<file path="src/rtl/axis_vec_ser_pkg.sv">
// Shared types and helpers for the wide-to-narrow result vector serializer.
package axis_vec_ser_pkg;

   typedef enum logic {
      IDLE = 1'b0,
      SEND = 1'b1
   } state_t;

   localparam int unsigned SEXT_MAX_W = 64;

   // Sign-extends the low w bits of val across the full SEXT_MAX_W width.
   function automatic logic [SEXT_MAX_W-1:0] sext(input logic [SEXT_MAX_W-1:0] val,
                                                  input int unsigned            w);
      logic [SEXT_MAX_W-1:0] mask;
      logic                  sign;
      mask = ~((SEXT_MAX_W'(1) << w) - SEXT_MAX_W'(1));
      sign = |((val >> (w - 1)) & SEXT_MAX_W'(1));
      return sign ? (val | mask) : (val & ~mask);
   endfunction

endpackage

</file>
<file path="src/rtl/axis_vec_serializer.sv">
// Takes one R-word signed result vector per wide beat and emits it as R
// sign-extended narrow AXI-Stream beats, word 0 first, TLAST on the final word.
module axis_vec_serializer
   import axis_vec_ser_pkg::*;
#(
   parameter int unsigned R     = 8,
   parameter int unsigned W_Y   = 19,
   parameter int unsigned BUS_W = 32
) (
   input  logic               clk,
   input  logic               rstn,
   input  logic               s_axis_y_tvalid,
   output logic               s_axis_y_tready,
   input  logic [R*W_Y-1:0]   s_axis_y_tdata,
   output logic               m_axis_tvalid,
   input  logic               m_axis_tready,
   output logic [BUS_W-1:0]   m_axis_tdata,
   output logic               m_axis_tlast
);
   //  state | meaning
   //  IDLE  | buffer empty, wide input accepted
   //  SEND  | buffer holds a vector, narrow beat r_idx presented on m_axis

   localparam int unsigned IDX_W = (R > 1) ? $clog2(R) : 1;

   if (BUS_W < W_Y || BUS_W > SEXT_MAX_W) begin : g_bad_width
      $error("axis_vec_serializer: BUS_W must satisfy W_Y <= BUS_W <= %0d", SEXT_MAX_W);
   end

   state_t             r_state;
   state_t             w_state_nxt;
   logic               r_en;
   logic [IDX_W-1:0]   r_idx;
   logic [W_Y-1:0]     r_buf [R];
   logic               r_tvalid;
   logic [BUS_W-1:0]   r_tdata;
   logic               r_tlast;

   logic               w_s_tready;
   logic               w_s_hs;
   logic               w_m_hs;
   logic               w_last;
   logic [IDX_W-1:0]   w_idx_nxt;

   assign w_last    = (r_idx == IDX_W'(R - 1));
   assign w_idx_nxt = r_idx + 1'b1;
   assign w_s_hs    = s_axis_y_tvalid & w_s_tready;
   assign w_m_hs    = r_tvalid & m_axis_tready;

   always_ff @(posedge clk or negedge rstn) begin
      if (!rstn) begin
         r_state <= IDLE;
      end else begin
         r_state <= w_state_nxt;
      end
   end

   always_comb begin
      w_state_nxt = r_state;
      case (r_state)
         IDLE:    if (w_s_hs) w_state_nxt = SEND;
         SEND:    if (w_m_hs && w_last && !w_s_hs) w_state_nxt = IDLE;
         default: w_state_nxt = IDLE;
      endcase
   end

   // On the last beat, input readiness follows the sink so packets chain without a bubble.
   always_comb begin
      w_s_tready = 1'b0;
      case (r_state)
         IDLE:    w_s_tready = r_en;
         SEND:    w_s_tready = r_en & w_last & m_axis_tready;
         default: w_s_tready = 1'b0;
      endcase
   end

   // Delays input readiness by one edge after reset release.
   always_ff @(posedge clk or negedge rstn) begin
      if (!rstn) begin
         r_en <= 1'b0;
      end else begin
         r_en <= 1'b1;
      end
   end

   always_ff @(posedge clk or negedge rstn) begin
      if (!rstn) begin
         r_idx    <= '0;
         r_tvalid <= 1'b0;
         r_tdata  <= '0;
         r_tlast  <= 1'b0;
         for (int k = 0; k < int'(R); k++) begin
            r_buf[k] <= '0;
         end
      end else if (w_s_hs) begin
         for (int k = 0; k < int'(R); k++) begin
            r_buf[k] <= s_axis_y_tdata[k*W_Y +: W_Y];
         end
         r_idx    <= '0;
         r_tvalid <= 1'b1;
         r_tdata  <= BUS_W'(sext(SEXT_MAX_W'(s_axis_y_tdata[0 +: W_Y]), W_Y));
         r_tlast  <= (R == 1);
      end else if (w_m_hs) begin
         if (!w_last) begin
            r_idx   <= w_idx_nxt;
            r_tdata <= BUS_W'(sext(SEXT_MAX_W'(r_buf[w_idx_nxt]), W_Y));
            r_tlast <= (w_idx_nxt == IDX_W'(R - 1));
         end else begin
            r_idx    <= '0;
            r_tvalid <= 1'b0;
            r_tlast  <= 1'b0;
         end
      end
   end

   assign s_axis_y_tready = w_s_tready;
   assign m_axis_tvalid   = r_tvalid;
   assign m_axis_tdata    = r_tdata;
   assign m_axis_tlast    = r_tlast;

endmodule

</file>
<file path="config.mk">
export PLATFORM = sky130hd
export DESIGN_NAME = axis_vec_serializer
export DESIGN_NICKNAME = d
export VERILOG_FILES = /design/src/rtl/axis_vec_ser_pkg.sv /design/src/rtl/axis_vec_serializer.sv
export SDC_FILE = /design/constraint.sdc
export NUM_CORES = 1
export LEC_CHECK = 0
export ABC_AREA = 0
export BUFFER_PORTS_ARGS = -buffer_cell sky130_fd_sc_hd__buf_4
export CORE_UTILIZATION = 40
export CTS_BUF_LIST = sky130_fd_sc_hd__clkbuf_4
export CTS_CLUSTER_DIAMETER = 60
export CTS_CLUSTER_SIZE = 40
export DETAILED_ROUTE_END_ITERATION = 16
export GPL_TIMING_DRIVEN = 0
export HOLD_SLACK_MARGIN = 0.15
export PLACE_DENSITY_LB_ADDON = 0.25
export SYNTH_ARGS = -nofsm -noshare
export SYNTH_HDL_FRONTEND = slang
export SYNTH_SLANG_ARGS = --single-unit
</file>
<file path="constraint.sdc">
create_clock -name clk -period 1.9 [get_ports clk]
set_input_delay 0.19 -clock clk [delete_from_list [all_inputs] [get_ports clk]]
set_output_delay 0.19 -clock clk [all_outputs]
set_load 0.02 [all_outputs]
</file>
==> results of run 1 <==
-- through the flow --
step	TNS, ns	hold WS [ns]	cell area (um^2)	total power (W)
5_1_grt	-16.70	0.324	12800	0.0194
4_1_cts	-7.58	0.340	12300	0.0178
6_report	-9.84	0.381	12800	0.0184
3_3_place_gp	-68.83	0.424	10100	0.0146
2_1_floorplan	0	-0.106	8330	0.0123
3_5_place_dp	-15.19	0.132	10100	0.0149
-- power breakdown --
group / internal, W / total (W) / leakage [nW] / switching (W)
Clock: 0.000807 / 0.00210 / 0.143 / 0.00129
Combinational: 0.00566 / 0.00951 / 3.41 / 0.00385
Sequential: 0.00567 / 0.00678 / 2.13 / 0.00112
-- sequential cells by signal (all words and copies together), names as in the netlist --
| register | flops |
|---|---|
| r_buf | 152 |
| m_axis_tdata | 19 |
| r_idx | 3 |
| m_axis_tlast | 1 |
| m_axis_tvalid | 1 |
| r_en | 1 |
| r_state | 1 |
-- layer usage --
layer | share of wire (%) | global-route usage, %
met2 | 51 | 39.9
met5 | 0 | 0
met3 | 4.4 | 4.25
met4 | 2.0 | 7.40
met1 | 42 | 30.5
-- what timing repair did --
item                                    CTS  global route
cloned                                    4             8
hold endpoints to repair                354             0
setup buffers                            10             7
endpoints found under the setup margin  172           170
hold buffers                            156             0
pin swaps                                 2             3
gates resized for setup                  46            79
-- layout make-up --
class	count	area, um^2	share of cell area [%]
timing repair buffer	376	3500	27.4
inverter	22	82.6	0.647
clock buffer	20	150	1.18
sequential	178	4450	34.9
multi-input combinational	296	3510	27.5
tap	270	338	2.65
antenna	1	2.50	0.0196
clock inverter	11	114	0.892
buffer	54	617	4.83
-- worst min-delay path by stage --
stage	to	slack (ns)	cells after the start
after floorplan	m_axis_tdata[0]	-0.11	0
after global placement	r_buf[26]	0.42	2
after detailed placement	r_buf[13]	0.13	1
after CTS	r_buf[23]	0.34	3
after global routing	r_buf[21]	0.32	3
final	r_buf[21]	0.38	3
-- kinds of logic (layout without fill, tap and decap cells) --
family	Yosys count	in the layout	share of synthesized area, %
muxes	192	192	32.5
DFF	178	178	53.5
buffers and inverters	78	483	5.56
AOI/OAI and AO/OA	62	62	5.38
and+or+nand+nor	38	38	2.52
adders and majority gates	3	3	0.451
other	1	2	0.0450
-- critical path: stages (launching register included) --
cell,delay (ns)
dfrtp_1,0.42
ha_2,0.20
ha_4,0.16
a21boi_2,0.14
buf_4,0.14
nor3_4,0.04
buf_6,0.14
buf_12,0.14
bufbuf_16,0.27
mux2_4,0.29
-- cells in the final DEF, fill, tap and decap left out, types with 9 or more instances in the layout --
cell / Yosys / layout
buf_4: 22 / 217
dfrtp_1: 178 / 178
dlygate4sd3_1: 0 / 156
mux2_2: 94 / 82
mux2_4: 39 / 51
mux4_2: 38 / 38
inv_1: 22 / 22
mux2i_1: 21 / 21
clkbuf_4: 0 / 21
buf_12: 0 / 20
nand4_1: 19 / 19
o211ai_1: 19 / 19
o311ai_0: 18 / 18
nand2_1: 9 / 9
o21ai_1: 0 / 9
==> results by group, run 1 <==
Status
  • Status: complete, but fails checks
  • Violated checks: setup timing

Floorplan
  • Core box area: 20300 um^2
  • Starting Density: 41.0%
  • I/O Pins: 191
  • Width of the die: 146 um
  • Die Height: 146 um
  • Core Rows: 52
  • DIE AREA: 21400 um^2

Yosys
  • Post-Syn Area: 8330 um^2
  • Post-synthesis area per instance: 15.1 um^2
  • Most frequent cell after synthesis: dfrtp_1
  • Syn_nets: 711
  • Ys flop type: dfrtp_1
  • Top cells by area, synth: dfrtp_1 (53%), mux2_2 (13%), mux4_2 (10%), mux2_4 (7.0%), mux2i_1 (2.5%)
  • Yosys warning count: 0
  • Synth cell count leaders: dfrtp_1 (178), mux2_2 (94), mux2_4 (39)
  • Yosys cell types: 30
  • Synth top area share: 53.5%
  • Area leader, netlist: dfrtp_1
  • Async S/R FF share, synth: 100%
  • EDFF count, synth: 0
  • Synthesized flop and latch total: 178
  • Seq/Total Area, Yosys: 53.5%
  • Cells after synthesis: 552

Power
  • Pwr/cell area: 1440 nW/um^2
  • Leakage: 5.68 nW
  • VDD IR max: 778 uV

Critical path
  • Worst Setup EP: r_buf[95]
  • Worst Path Arrival: 2.53 ns
  • Worst-path fanout max: 6
  • R2r setup slk: -0.17 ns
  • Critical path endpoint category: flip-flop
  • FF-to-FF End: r_buf[95]
  • Worst Path Class, Setup: reg2reg
  • Reg2reg start: r_idx[1]
  • Worst EP required: 2.36 ns
  • R2R depth: 9
  • Worst setup SP type: flip-flop
  • Worst setup path start: r_idx[1]

Placement
  • Placed cell count: 1013
  • Dpl ws: -0.198 ns
  • # port buffers: 190
  • Dpl hpwl: 15.6 mm
  • Gp weighted congestion: 0.838

Min path
  • Hold Path Origin: s_axis_y_tdata[116]
  • Worst hold-check path type: in2reg

Final layout
  • Share of layout cells above drive strength 1: 49.5%
  • Nets: 1104
  • Final core occ: 62.9%
  • Final non-filler cell total: 1228
  • Layout fillers: 1525
  • Area Growth Syn to Fin: 53.3%

Timing
  • Endpoints failing hold: 0
  • Fin. max-slew vios: 0
  • Clk_skew: 0.0153 ns
  • # setup viols final: 134
  • Worst-Margin Slew: 0.632 ns
  • Period utilization: 109%
  • Post-route minimum period: 2.07 ns
  • Setup ws final: -0.170 ns
  • Setup repair after global routing missed its margin: true
  • Rel. slew slack: 57.8%
  • Fmax: 483 MHz

Global route
  • First-pass GRT wire length: 37.7 mm
  • Antenna violations before repair: 1
  • Global-route usage over all layers: 23.5%
  • Gr ovfl total: 0
  • Vias in the first global route: 6789
  • Largest net degree at the start of global routing: 125

Clocking
  • H-tree depth: 4
  • Clk_lat worst skew: 0.56 ns
  • Worst-path clk slew: 0.15 ns
  • Clk sink count: 178
  • CTS Root Cell: clkbuf_4
  • Clk buf depth: 2
  • TritonCTS buffer count: 17
  • TritonCTS clock tree: yes

Detailed routing
  • First-pass detailed-route iteration total: 4
  • Overall via count from detail_route: 6284
  • WL final: 25.0 mm
  • DRT iter0 DRCs: 371
  • Post-DRT Antenna Nets: 0
  • WL per Instance: 20.4 um
  • Via density per instance: 5.12
  • Residual DRC: 0

Flow run
  • MaxCap Viol Count: 0
Note: power is estimated with default switching activity, not from simulation.
==> run 2, diff against run 1 <==
==> constraint.sdc (replaced) <==
create_clock -name clk -period 1.98 [get_ports clk]
set_input_delay 0.198 -clock clk [delete_from_list [all_inputs] [get_ports clk]]
set_output_delay 0.198 -clock clk [all_outputs]
set_load 0.02 [all_outputs]
==> results by group, run 2 (same netlist as run 1, synthesis figures left out) <==
Critical path
  • Worst Path Arrival: 2.55 ns
  • Worst EP required: 2.43 ns
  • CP most frequent cell: buf_12
  • Crit-path slowest cell: dfrtp_1
  • Critical path endpoint category: flip-flop
  • CP max stage delay: 0.42 ns
  • Worst Path Class, Setup: reg2reg
  • CP Cell Sequence: ha_4, ha_4, a21boi_4, buf_6, nor3_4, buf_6, buf_12, buf_12, buf_12, mux2_4
  • Worst-path fanout max: 5
  • Worst setup SP type: flip-flop
  • Largest delay share family, worst path: buffers and inverters
  • CP bufs+invs: 5
  • Reg2reg start: r_idx[0]
  • Worst setup path start: r_idx[0]

Final layout
  • Commonest non-fill, non-tap cells in the layout: buf_4 (219), dfrtp_1 (178), dlygate4sd3_1 (155)
  • Area Growth Syn to Fin: 59.1%
  • Commonest non-fill, non-tap cell in the layout: buf_4
  • Max FFs per register: 152
  • Final core occ: 65.3%
  • Nets: 1116
  • Most flop-heavy register: r_buf
  • Share of layout cells above drive strength 1: 50.2%
  • Final non-filler cell total: 1241

Timing
  • Setup repair after global routing missed its margin: true
  • Period utilization: 106%
  • Clk_skew: 0.0142 ns
  • TNS Setup: -3.26 ns
  • Rel. slew slack: 56.2%
  • Post-route minimum period: 2.10 ns
  • Hold slack: 0.210 ns
  • Endpoints failing hold: 0
  • Fmax: 476 MHz
  • # setup viols final: 106
  • Fin. max-slew vios: 0
  • Worst-Margin Slew: 0.658 ns
  • Setup ws final: -0.123 ns

Floorplan
  • Width of the die: 146 um
  • Die Height: 146 um
  • I/O Pins: 191
  • Starting Density: 41.0%
  • Core box area: 20300 um^2
  • Core Rows: 52
  • DIE AREA: 21400 um^2

Clocking
  • Clk_lat worst skew: 0.56 ns
  • H-tree depth: 4
  • Clk buf depth: 2
  • TritonCTS clock tree: yes
  • TritonCTS buffer count: 17
  • Worst-path clk slew: 0.14 ns
  • Clk sink count: 178
  • CTS Root Cell: clkbuf_4

Power
  • Sw Ratio: 34.5%
  • Psw: 0.00634 W
  • Internal power: 0.0120 W
  • VDD IR max: 608 uV
  • Sequential power share: 35.8%
  • Pwr/cell area: 1390 nW/um^2
  • Clock share of power: 10.4%
  • Tot Pwr: 0.0184 W
  • Leakage: 6.02 nW
  • Comb power frac: 53.8%

Status
  • Violated checks: setup timing
  • Status: complete, but fails checks

Flow run
  • MaxCap Viol Count: 0

Detailed routing
  • Overall via count from detail_route: 6411
  • Via density per instance: 5.17
  • First-pass detailed-route iteration total: 5
  • Residual DRC: 0
  • WL per Instance: 21.3 um
  • WL final: 26.4 mm
  • Post-DRT Antenna Nets: 0
  • DRT iter0 DRCs: 312

Placement
  • # port buffers: 190
  • Dpl hpwl: 15.8 mm
  • Placed cell count: 1013
  • Gp weighted congestion: 0.830

Min path
  • Worst hold-check path type: in2async

Global route
  • Global-route usage over all layers: 23.4%
  • Vias in the first global route: 6877
  • First-pass GRT wire length: 37.8 mm
  • Antenna violations before repair: 1
  • Largest net degree at the start of global routing: 95
  • Gr ovfl total: 0
## run 2: final timing paths
check | end | slack [ns] | depth (start not counted)
max in group asynchronous | m_axis_tdata[7] | 0.83 | 3
max | r_buf[79] | -0.12 | 10
min in group clk | r_buf[19] | 0.40 | 3
max reg2reg | r_buf[79] | -0.12 | 10
min reg2reg | r_buf[125] | 0.52 | 1
min | r_buf[90] | 0.21 | 2
## run 2: what timing repair did
action / CTS / global route
hold buffers: 155 / 0
hold endpoints to repair: 260 / 0
endpoints found under the setup margin: 167 / 173
resized for setup: 49 / 154
pin swaps: 3 / 11
buffers inserted: 10 / 15
cloned: 2 / 15
## run 2: power by group through the flow
| stage | Sequential [W] | Combinational, W | Clock, W |
|---|---|---|---|
| floorplan | 0.00640 | 0.00537 | 0 |
| global placement | 0.00644 | 0.00760 | 0 |
| detailed placement | 0.00656 | 0.00779 | 0 |
| CTS | 0.00648 | 0.00842 | 0.00198 |
| global route | 0.00675 | 0.0104 | 0.00212 |
| finish | 0.00658 | 0.00988 | 0.00192 |
## run 2: worst reg2reg max path: stages (launching register included)
cell and delay [ns]:
dfrtp_1 0.42, ha_4 0.16, ha_4 0.15, a21boi_4 0.06
buf_6 0.12, nor3_4 0.22, buf_6 0.18, buf_12 0.15
buf_12 0.11, buf_12 0.12, mux2_4 0.30
## run 2: stage by stage
| stage | area [um^2] | worst slack, ns |
|---|---|---|
| after floorplan | 8330 | 0.0570 |
| after global placement | 10100 | -0.399 |
| after detailed placement | 10100 | -0.486 |
| after CTS | 12200 | -0.0845 |
| after global routing | 13300 | -0.157 |
| final | 13300 | -0.123 |
## run 2: layout make-up
| cell class | instances | area, um^2 |
|---|---|---|
| fill | 1456 | 7050 |
| sequential | 178 | 4450 |
| multi-input combinational | 296 | 3820 |
| timing repair buffer | 386 | 3680 |
| buffer | 56 | 617 |
| tap | 270 | 338 |
| clock buffer | 18 | 135 |
| clock inverter | 14 | 115 |
| inverter | 22 | 82.6 |
| antenna | 1 | 2.50 |
## run 2: per-layer routing
layer,vias to the layer above,track usage [%],part of all wire (%)
li1,2862,-,-
met1,3292,31.2,43
met2,221,39.0,51
met3,36,4.19,4.1
met4,0,6.61,1.7
met5,-,0,0
==> run 3, diff against run 2 <==
--- a/config.mk
+++ b/config.mk
@@ -7,6 +7,7 @@
 export LEC_CHECK = 0
 export ABC_AREA = 0
 export BUFFER_PORTS_ARGS = -buffer_cell sky130_fd_sc_hd__buf_4
+export CAP_MARGIN = 30
 export CORE_UTILIZATION = 40
 export CTS_BUF_LIST = sky130_fd_sc_hd__clkbuf_4
 export CTS_CLUSTER_DIAMETER = 60
==> constraint.sdc (replaced) <==
create_clock -name clk -period 1.8 [get_ports clk]
set_input_delay 0.18 -clock clk [delete_from_list [all_inputs] [get_ports clk]]
set_output_delay 0.18 -clock clk [all_outputs]
set_load 0.02 [all_outputs]
==> results by group, run 3 (same netlist as run 1, synthesis figures left out) <==
Critical path
  • Worst-path fanout max: 10
  • Crit-path slowest cell: dfrtp_1
  • Worst Path Arrival: 2.58 ns
  • Critical path endpoint category: flip-flop
  • Worst EP required: 2.26 ns
  • CP max stage delay: 0.42 ns
  • CP Cell Sequence: ha_2, ha_4, a21boi_4, buf_4, nor3_4, buf_6, buf_12, buf_12, mux2_4
  • CP most frequent cell: buf_12
  • CP bufs+invs: 4
  • Largest delay share family, worst path: buffers and inverters
  • Worst Path Class, Setup: reg2reg
  • Worst setup SP type: flip-flop

Power
  • VDD IR max: 735 uV
  • Leakage: 6.03 nW
  • Tot Pwr: 0.0206 W
  • Pwr/cell area: 1550 nW/um^2

Placement
  • Dpl hpwl: 15.7 mm
  • Gp weighted congestion: 0.871
  • # port buffers: 190

Global route
  • First-pass GRT wire length: 40.4 mm
  • Vias in the first global route: 7149
  • Gr ovfl total: 0
  • Antenna violations before repair: 1
  • Global-route usage over all layers: 25.0%
  • Largest net degree at the start of global routing: 94

Clocking
  • Clk_lat worst skew: 0.56 ns
  • TritonCTS clock tree: yes
  • Clk buf depth: 2
  • CTS Root Cell: clkbuf_4
  • Worst-path clk slew: 0.15 ns
  • H-tree depth: 4
  • TritonCTS buffer count: 17
  • Clk sink count: 178

Final layout
  • Nets: 1117
  • Area Growth Syn to Fin: 60.0%
  • Commonest non-fill, non-tap cell in the layout: buf_4
  • FF+latch area: 4460 um^2
  • Most flop-heavy register: r_buf
  • Share of layout cells above drive strength 1: 51.1%
  • Final core occ: 65.6%
  • Area of the multi-input gates: 3820 um^2
  • Commonest non-fill, non-tap cells in the layout: buf_4 (215), dfrtp_1 (177), dlygate4sd3_1 (155)
  • Layout fillers: 1475
  • Max FFs per register: 152

Timing
  • Setup ws final: -0.320 ns
  • Rel. slew slack: 55.8%
  • Endpoints failing hold: 0
  • TNS Setup: -40.91 ns
  • Worst-Margin Slew: 0.663 ns
  • Setup repair after global routing missed its margin: true
  • # setup viols final: 174
  • Fmax: 472 MHz
  • Clk_skew: 0.0127 ns
  • Fin. max-slew vios: 0
  • Post-route minimum period: 2.12 ns
  • Period utilization: 118%

Floorplan
  • Core Rows: 52
  • Starting Density: 41.0%
  • Die Height: 146 um
  • Width of the die: 146 um
  • Core box area: 20300 um^2
  • I/O Pins: 191
  • DIE AREA: 21400 um^2

Detailed routing
  • Residual DRC: 0
  • DRT iter0 DRCs: 357
  • First-pass detailed-route iteration total: 5
  • Overall via count from detail_route: 6479
  • Via density per instance: 5.22
  • Post-DRT Antenna Nets: 0
  • WL final: 26.8 mm
  • WL per Instance: 21.6 um

Flow run
  • MaxCap Viol Count: 0

Min path
  • Worst hold-check path type: in2async

Status
  • Violated checks: setup timing
  • Status: complete, but fails checks
==> run 3: cell count changes in the layout (fill, tap and decap cells not counted), sizes merged <==
cell,previous run,this run
clkbuf,48,40
buf,257,265
clkinv,7,5
clkinvlp,4,3
bufinv,1,3
inv,24,26
==> run 3: layer usage <==
layer	up-vias	part of all wire (%)	track usage, %
met1	3340	43	31.9
li1	2880	-	-
met3	43	3.9	4.25
met5	-	0	0
met2	216	51	43.5
met4	0	2.4	7.45
==> run 3: final cells by class <==
class / count / share of cell area (%)
flip-flops and latches: 178 / 33.4
clock buffers: 17 / 0.958
inverters: 22 / 0.620
diodes: 1 / 0.0188
plain buffers: 55 / 4.85
well taps: 270 / 2.54
repair buffers: 388 / 27.6
clock inverters: 15 / 1.35
multi-input cells: 296 / 28.7
==> run 3: worst paths after layout <==
path                                startpoint          endpoint  slack (ns)  cells past startpoint
setup reg to reg                      r_idx[1]         r_buf[65]       -0.32                      9
hold reg to reg                      r_buf[10]         r_buf[10]        0.53                      1
min in group clk           s_axis_y_tdata[148]         r_buf[15]        0.38                      3
max in group asynchronous                 rstn  m_axis_tdata[30]        0.70                      3
setup / recovery                      r_idx[1]         r_buf[65]       -0.32                      9
hold / removal                            rstn         r_buf[32]        0.20                      2
==> run 3: worst reg2reg max path, cell delays in order, from the launching register on <==
cell	delay, ns
dfrtp_1	0.42
ha_2	0.20
ha_4	0.15
a21boi_4	0.06
buf_4	0.14
nor3_4	0.23
buf_6	0.19
buf_12	0.16
buf_12	0.16
mux2_4	0.32
==> run 3: what timing repair did <==
action                     in CTS  in global routing
resized for setup             140                 81
gates cloned                   11                  9
hold buffers                  155                  0
setup endpoints to repair     173                189
hold endpoints to repair      284                  0
buffers inserted               21                 10
pin swaps                       6                 16
==> run 3: through the flow <==
stage / std cells / area [um^2] / hold slack, ns / setup slack (ns)
after CTS: 1232 / 13000 / 0.175 / -0.294
after global placement: 1012 / 10100 / 0.414 / -0.460
after detailed placement: 1013 / 10100 / 0.233 / -0.284
final: 1242 / 13300 / 0.198 / -0.320
after floorplan: 552 / 8350 / -0.116 / 0.00818
after global routing: 1242 / 13300 / 0.205 / -0.350
==> run 3: power by group <==
group | leakage, nW | internal (W) | switching, W | total (W)
clock | 0.159 | 0.000977 | 0.00146 | 0.00244
combinational | 3.74 | 0.00659 | 0.00432 | 0.0109
sequential | 2.13 | 0.00598 | 0.00127 | 0.00725
